## src/rtl/uart_clock_divider.sv

```systemverilog
// Integer divider producing the UART bit-rate clock from the system clock.
// Output is a registered 50% square wave toggled by a half-period counter.
module uart_clock_divider #(
   parameter int CLK_HZ = 100_000_000,
   parameter int BAUD   = 9600,
   parameter int HALF   = (BAUD > 0 && CLK_HZ / (2 * BAUD) >= 1)
                          ? CLK_HZ / (2 * BAUD) : 1,
   parameter int CW     = (HALF > 1) ? $clog2(HALF) : 1
) (
   input  logic clk,
   input  logic rst_l,
   output logic div_clk
);

   localparam logic [CW-1:0] LAST = CW'(HALF - 1);

   generate
      if (CLK_HZ <= 0 || BAUD <= 0 || BAUD > CLK_HZ / 2) begin : g_bad_rate
         $fatal(1, "uart_clock_divider: invalid CLK_HZ/BAUD");
      end
   endgenerate

   logic [CW-1:0] cnt;
   logic          div_q;

   // Counter wraps only at LAST; the wrap is the sole toggle point.
   always_ff @(posedge clk or negedge rst_l) begin
      if (!rst_l) begin
         cnt   <= '0;
         div_q <= 1'b0;
      end else if (cnt == LAST) begin
         cnt   <= '0;
         div_q <= ~div_q;
      end else begin
         cnt   <= cnt + 1'b1;
      end
   end

   assign div_clk = div_q;

endmodule

```

## config.mk

```make
export PLATFORM = sky130hd
export DESIGN_NAME = uart_clock_divider
export DESIGN_NICKNAME = d
export VERILOG_FILES = /design/src/rtl/uart_clock_divider.sv
export SDC_FILE = /design/constraint.sdc
export NUM_CORES = 1
export LEC_CHECK = 0
export BUFFER_PORTS_ARGS = -buffer_cell sky130_fd_sc_hd__buf_4
export CAP_MARGIN = 25
export CORE_MARGIN = 2
export CORE_UTILIZATION = 49
export DETAILED_ROUTE_END_ITERATION = 8
export GPL_TIMING_DRIVEN = 0
export PLACE_DENSITY_LB_ADDON = 0.1
export SETUP_SLACK_MARGIN = 0.4
export SLEW_MARGIN = 20
export SYNTH_ARGS = -nofsm -noshare
export SYNTH_HDL_FRONTEND = slang
export SYNTH_SLANG_ARGS = --single-unit
```

## constraint.sdc

```tcl
create_clock -name clk -period 1.59 [get_ports clk]
set_input_delay 0 -clock clk [delete_from_list [all_inputs] [get_ports clk]]
set_output_delay 0 -clock clk [all_outputs]
set_load 0.02 [all_outputs]
```

; Word level (Yosys, flattened, before mapping)
; Index checks and enable logic that the tools add are counted.
[op_classes]
n_addsub = 1
n_mul = 0
n_div = 0
magnitude_cmp = 0
n_eq_ne = 1
shifts = 0
muxes = 1
bitwise = 1
n_reduce_logical = 0
[ops]
columns = cell, count
row1 = $add 13x1->13 const B, 1
row2 = $eq 13x13->1 const B, 1
row3 = $mux 13, 1
row4 = $not 1->1, 1
[word_totals]
regBits = 14
latchBits = 0
ram_bits = 0
rom_bits = 0
output_inout_bits = 1
wordCells = 6
n_memories = 0

; Depth between registers and ports, before layout
; Gate-level depths: netlist of run 1.
[logic_depth]
ltp_word = 2
ltp_mapped = 4
ltp_nobuf = 4

; Worst setup path before layout of run 1
; Ideal clock, no wire load.
[synth_path]
path_kind = reg-to-reg
from = register cnt[9]
to = register div_q, in the netlist div_clk
setup_time_ns = 0.079
arrival_time_ns = 1.412
t_required_ns = 1.511
setup_slack_ns = 0.099
stages_incl_launch_ff = 4
path_buffers = 0
cell_sequence = dfrtp_1 > or4b_4 > nor3_4 > xor2_1
[synth_between]
elab_chain_len = 1
[synth_lines]
columns = item, line
row1 = "start, declared", 23  ; logic [CW-1:0] cnt;
row2 = "start signal, assigned", 35  ; cnt <= cnt + 1'b1;
row3 = $eq 13x13->1, 31  ; end else if (cnt == LAST) begin
row4 = "end signal, assigned", 33  ; div_q <= ~div_q;
row5 = "end, declared", 24  ; logic div_q;
; No other way between the ends.
; A chain may end at the register's enable or synchronous reset.

; Final worst setup path of run 1
[layout_path]
from = register cnt[8]
to = register div_q, in the netlist div_clk
; The elaborated chain is that of the path after synthesis.

==> impl_metrics.csv, run 1 <==
group,metric,value,unit
run_status,status,"finished clean",
power_and_ir_drop,ir_drop,0.3933,mV
global_routing,grtUsageTotal,18.45,%
cts,cts_sinks,14,
cells_and_area,layout.cells.non_filler,90,
detailed_routing,routedWlPerCell,14.58,um
setup_path,arrival,1.74,ns
logic_synthesis,syn_area,648.1,um2
power_and_ir_drop,powerDensity,737.8,nW/um2
setup_path,slowest_stage,"or4b_4",
power_and_ir_drop,total_power,623.1,uW
setup_path,startpoint_type,"register",
floorplan,rows,13,
logic_synthesis,synth_top_area_share,54.05,%
timing,slew_headroom,80.65,%
cts,cts_tree,"done",
setup_path,max_stage_delay,0.55,ns
placement,gp_congestion,0.6486,
detailed_routing,drt-initial-drc-count,15,
logic_synthesis,ys_top_cells_by_count,"14 x dfrtp_1, 6 x xor2_1, 5 x nor2_1",
timing,fin_skew,0.0006164,ns
logic_synthesis,synth_cells,58,
detailed_routing,vias_per_cell,5.456,
setup_path,worstSetupPathType,"register to register",
floorplan,core_area,1269,um2
logic_synthesis,ys_types,21,
cts,cts_root_buffer,"clkbuf_4",
floorplan,die_w,40.37,um
detailed_routing,drc_errors,0,
setup_path,crit_chain,"or4b_4, nor3_4, buf_6, xor2_1",
logic_synthesis,synth.most_common_cell,"dfrtp_1",
timing,hold_viol,0,
detailed_routing,highest_layer,"met4",
detailed_routing,dr.pass1.iters,4,
logic_synthesis,seq_area_frac_synth,54.05,%
timing,whs,0.09802,ns
timing,max_freq,652.2,MHz
setup_path,crit_fanout,5,
floorplan,dieHeight,40.37,um
cts,cts_made_buffers,3,
cells_and_area,fillers,99,
cells_and_area,diodes,0,
timing,setup_slack,0.05677,ns
logic_synthesis,synthArstFlopShare,100.0,%
logic_synthesis,synth_edf_count,0,
power_and_ir_drop,leakage,0.3845,nW
placement,post-place-cells,75,
cts,htreeDepth,1,
logic_synthesis,synth_area_leaders,"dfrtp_1 54%, xor2_1 8.1%, xnor2_1 4.1%, nand3_1 3.1%, nand4_1 2.9%",
detailed_routing,ant_nets,0,
global_routing,grt_pass1_vias,466,
detailed_routing,wl_met1,631,um
placement,placement.io_buffers,2,
floorplan,dieArea,1630,um2
timing,drv_slew,0,
cells_and_area,fin_nets,79,
global_routing,grt_overflow,0,
cells_and_area,area_growth,30.31,%
detailed_routing,vias,491,
logic_synthesis,synthesis.nets,61,
placement,dp_hpwl,771.9,um
logic_synthesis,synth_ff_type,"dfrtp_1",
job,max-cap-violations,0,
floorplan,pin_count,3,
floorplan,initial_core_util,51.08,%
worst_hold_path,min_path_type,"input port to async pin",
setup_path,critPathRequiredTime,1.80,ns
detailed_routing,finalWirelength,1.312,mm
cts,ctsLongestPathBuffers,2,
timing,tightest_slew,0.2899,ns
global_routing,grt_max_degree,15,
cts,clk_pin_slew,0.08,ns
timing,fin_crit,1.533,ns
cells_and_area,drive_gt1_share,33.33,%
logic_synthesis,yosysTopAreaCell,"dfrtp_1",
logic_synthesis,postSynthAreaPerCell,11.17,um2
placement,dp_slack,-0.01354,ns
cts,insertion_delay,0.28,ns
global_routing,grt_first_pass_wirelength,1.904,mm
timing,setup_viol,0,
logic_synthesis,ys_ff_latch,14,
timing,fin_crit_sh,96.43,%
detailed_routing,met3_length,34,um
logic_synthesis,yosys_warnings,0,
timing,rsz0062_at_grt,"true",
setup_path,crit_path_end_kind,"register",
global_routing,antenna_found_initial,0,
detailed_routing,wl_met2,633,um
[cell type report]
cell class                 instances  area (um2)  area share, %
inverter                           3       11.26          1.333
sequential                        14       351.6          41.63
timing repair buffer              13       107.6          12.74
tap                               15       18.77          2.222
clock buffer                       4       36.28          4.296
multi-input combinational         41       319.1          37.78
[worst max-delay path: cells and delay by family, from the launching register on]
kind                   cells  cell delay [ns]
AND/OR/NAND/NOR            2             0.79
flip-flops                 1             0.38
buffers and inverters      1             0.14
XOR/XNOR                   1             0.14
[registers in the layout, indices dropped and copies added, names as in the netlist]
name	count
div_clk	1
cnt	13
[metrics by stage]
step	utilization [%]	cell area, um2	setup TNS [ns]
after floorplan	-	650.6	0
after CTS	64.30	815.8	0
after global routing	66.57	844.6	0
after global placement	53.94	684.4	0
final	66.57	844.6	0
after detailed placement	53.94	684.4	-0.01354
[metal layers]
layer  track usage, %  up-vias
met2            25.79        6
met3            6.667        2
met5                0        -
li1                 -      242
met4            11.67        0
met1            23.71      241
[report_power, final]
| group | total (mW) | internal [mW] | switching (mW) |
|---|---|---|---|
| combinational | 0.0105 | 0.00328 | 0.00717 |
| sequential | 0.356 | 0.356 | 0 |
| clock | 0.257 | 0.139 | 0.118 |
| total | 0.623 | 0.498 | 0.125 |
[cells by family after synthesis]
family | synth area share [%]
and+or+nand+nor | 24.71
adders and majority gates | 1.930
AOI/OAI and AO/OA | 5.403
buffers and inverters | 1.737
xor gates and xnor gates | 12.16
DFF | 54.05
[placed cells by master, fill, tap and decap left out, types with 2 or more instances in the layout]
master    count
nand3_1       3
xor2_1        6
nand2_1       2
nor4_2        2
xnor2_1       3
dfrtp_1      13
clkbuf_4      3
inv_1         3
buf_4        10
a21oi_1       3
buf_6         2
nor2_1        4
or4_1         2
nand4_1       3
o31ai_1       2
[path summary, 6_finish.rpt]
path / start / depth (start not counted) / slack (ns) / end
max in group asynchronous: rst_l / 2 / 1.31 / cnt[2]
max reg2reg: cnt[8] / 4 / 0.06 / div_clk
max: cnt[8] / 4 / 0.06 / div_clk
min: rst_l / 2 / 0.1 / cnt[4]
min reg2reg: div_clk / 1 / 0.48 / div_clk
min in group clk: div_clk / 1 / 0.48 / div_clk
[repair_timing]
action                     CTS  global route
setup endpoints to repair   11            12
resized for setup            4             5
setup buffers                9             1
hold endpoints to repair    14             0
hold buffers                 1             0
pin swaps                    3             3
(Power assumes the default switching activity.)
==> run 2, diff against run 1 <==
--- a/config.mk
+++ b/config.mk
@@ -7,7 +7,6 @@
 export LEC_CHECK = 0
 export BUFFER_PORTS_ARGS = -buffer_cell sky130_fd_sc_hd__buf_4
 export CAP_MARGIN = 25
-export CORE_MARGIN = 2
 export CORE_UTILIZATION = 49
 export DETAILED_ROUTE_END_ITERATION = 8
 export GPL_TIMING_DRIVEN = 0
==> impl_metrics.csv, run 2 (synthesis results as in run 1) <==
group,metric,value,unit
floorplan,dieHeight,38.37,um
cts,cts_root_buffer,"clkbuf_4",
setup_path,cp_num_buf_inv,1,
timing,fin_crit,1.514,ns
global_routing,grt_overflow,0,
timing,drv_slew,0,
power_and_ir_drop,powerDensity,714.8,nW/um2
placement,gp_congestion,0.6848,
setup_path,crit_fanout,5,
timing,tightest_slew,0.2874,ns
timing,whs,0.09815,ns
setup_path,crit_path_end_kind,"register",
power_and_ir_drop,total_power,622.5,uW
setup_path,arrival,1.72,ns
setup_path,rrSetupSlack,0.08,ns
cells_and_area,layout_common_cells,"14 x dfrtp_1, 13 x buf_4, 6 x xor2_1",
cts,ctsLongestPathBuffers,2,
setup_path,max_stage_delay,0.55,ns
floorplan,die_w,38.37,um
timing,max_freq,660.6,MHz
floorplan,pin_count,3,
detailed_routing,vias_per_cell,5.681,
setup_path,critPathRequiredTime,1.80,ns
detailed_routing,dr.pass1.iters,6,
setup_path,slowest_stage,"or4b_4",
cts,cts_sinks,14,
setup_path,worstSetupPathType,"register to register",
detailed_routing,drt-initial-drc-count,13,
cells_and_area,diodes,0,
detailed_routing,vias,517,
placement,dp_hpwl,719.8,um
setup_path,critical_path.top_delay_family,"simple AND/OR/NAND/NOR gates",
setup_path,startpoint_type,"register",
timing,hold_viol,0,
worst_hold_path,min_path_type,"input port to async pin",
cts,cts_tree,"done",
timing,fin_skew,0.001234,ns
setup_path,reg2regPathDepth,4,
setup_path,cp.depth,4,
timing,fin_crit_sh,95.21,%
setup_path,crit_chain,"or4b_4, nor3_4, buf_6, xor2_1",
global_routing,antenna_found_initial,0,
floorplan,initial_core_util,55.34,%
global_routing,grt_pass1_vias,458,
global_routing,grtUsageTotal,22.03,%
cells_and_area,drive_gt1_share,35.06,%
detailed_routing,routedWlPerCell,14.35,um
cts,clk_pin_slew,0.08,ns
floorplan,rows,12,
power_and_ir_drop,ir_drop,0.5871,mV
timing,slew_headroom,80.78,%
cells_and_area,fin_nets,81,
cells_and_area,area_growth,34.36,%
global_routing,grt_max_degree,15,
timing,rsz0062_at_grt,"true",
global_routing,grt_first_pass_wirelength,2.118,mm
timing,setup_viol,0,
placement,placement.io_buffers,2,
cells_and_area,layout_commonest_cell,"dfrtp_1",
cells_and_area,largest_reg_flops,13,
floorplan,dieArea,1472,um2
floorplan,core_area,1171,um2
cells_and_area,fillers,81,
cts,htreeDepth,1,
detailed_routing,finalWirelength,1.306,mm
cts,insertion_delay,0.28,ns
detailed_routing,drc_errors,0,
run_status,status,"finished clean",
cts,cts_made_buffers,3,
power_and_ir_drop,leakage,0.4082,nW
job,max-cap-violations,0,
detailed_routing,ant_nets,0,
cells_and_area,top_register,"cnt",
## run 2: changes by cell type in the layout (fill, tap and decap cells not counted), sizes merged
cell / delta
buf: +2
## run 2: cell type report
cell class,count,area [um2],area share [%]
flip-flops and latches,14,350.3,40.23
multi-input cells,41,336.6,38.65
repair buffers,15,118.9,13.65
clock buffers,4,36.28,4.167
well taps,14,17.52,2.011
inverters,3,11.26,1.293
## run 2: final timing paths
| check | start | endpoint |
|---|---|---|
| max | cnt[8] | div_clk |
| min | rst_l | cnt[11] |
| max reg2reg | cnt[8] | div_clk |
| min reg2reg | div_clk | div_clk |
| max in group asynchronous | rst_l | cnt[7] |
| min in group clk | div_clk | div_clk |
## run 2: timing repair
action / in CTS / in global routing
endpoints found under the setup margin: 11 / 13
pin swaps: 5 / 3
endpoints found under the hold margin: 14 / 0
setup buffers: 9 / 3
hold buffers: 1 / 0
resized for setup: 4 / 5
## run 2: power breakdown
group / internal [mW] / switching, mW
logic: 0.00328 / 0.00716
clock network: 0.139 / 0.117
registers: 0.356 / 0
## run 2: routing by layer
| metal | vias to the layer above | track usage (%) | routed length [um] |
|---|---|---|---|
| met5 | - | 0 | 0 |
| met4 | 0 | 12.93 | 33 |
| met3 | 5 | 6.395 | 53 |
| met2 | 15 | 30.08 | 584 |
| met1 | 249 | 30.68 | 635 |
| li1 | 248 | - | - |
## run 2: stage by stage
stage	util [%]	setup TNS [ns]	instances	setup WS [ns]	area, um2
after global placement	58.33	0	74	0.006549	683.2
after floorplan	-	0	58	0.1236	650.6
after CTS	70.30	0	88	0.1011	823.3
after detailed placement	58.33	-0.009373	74	-0.009373	683.2
after global routing	74.36	0	91	0.01687	870.8
final	74.36	0	91	0.07618	870.8
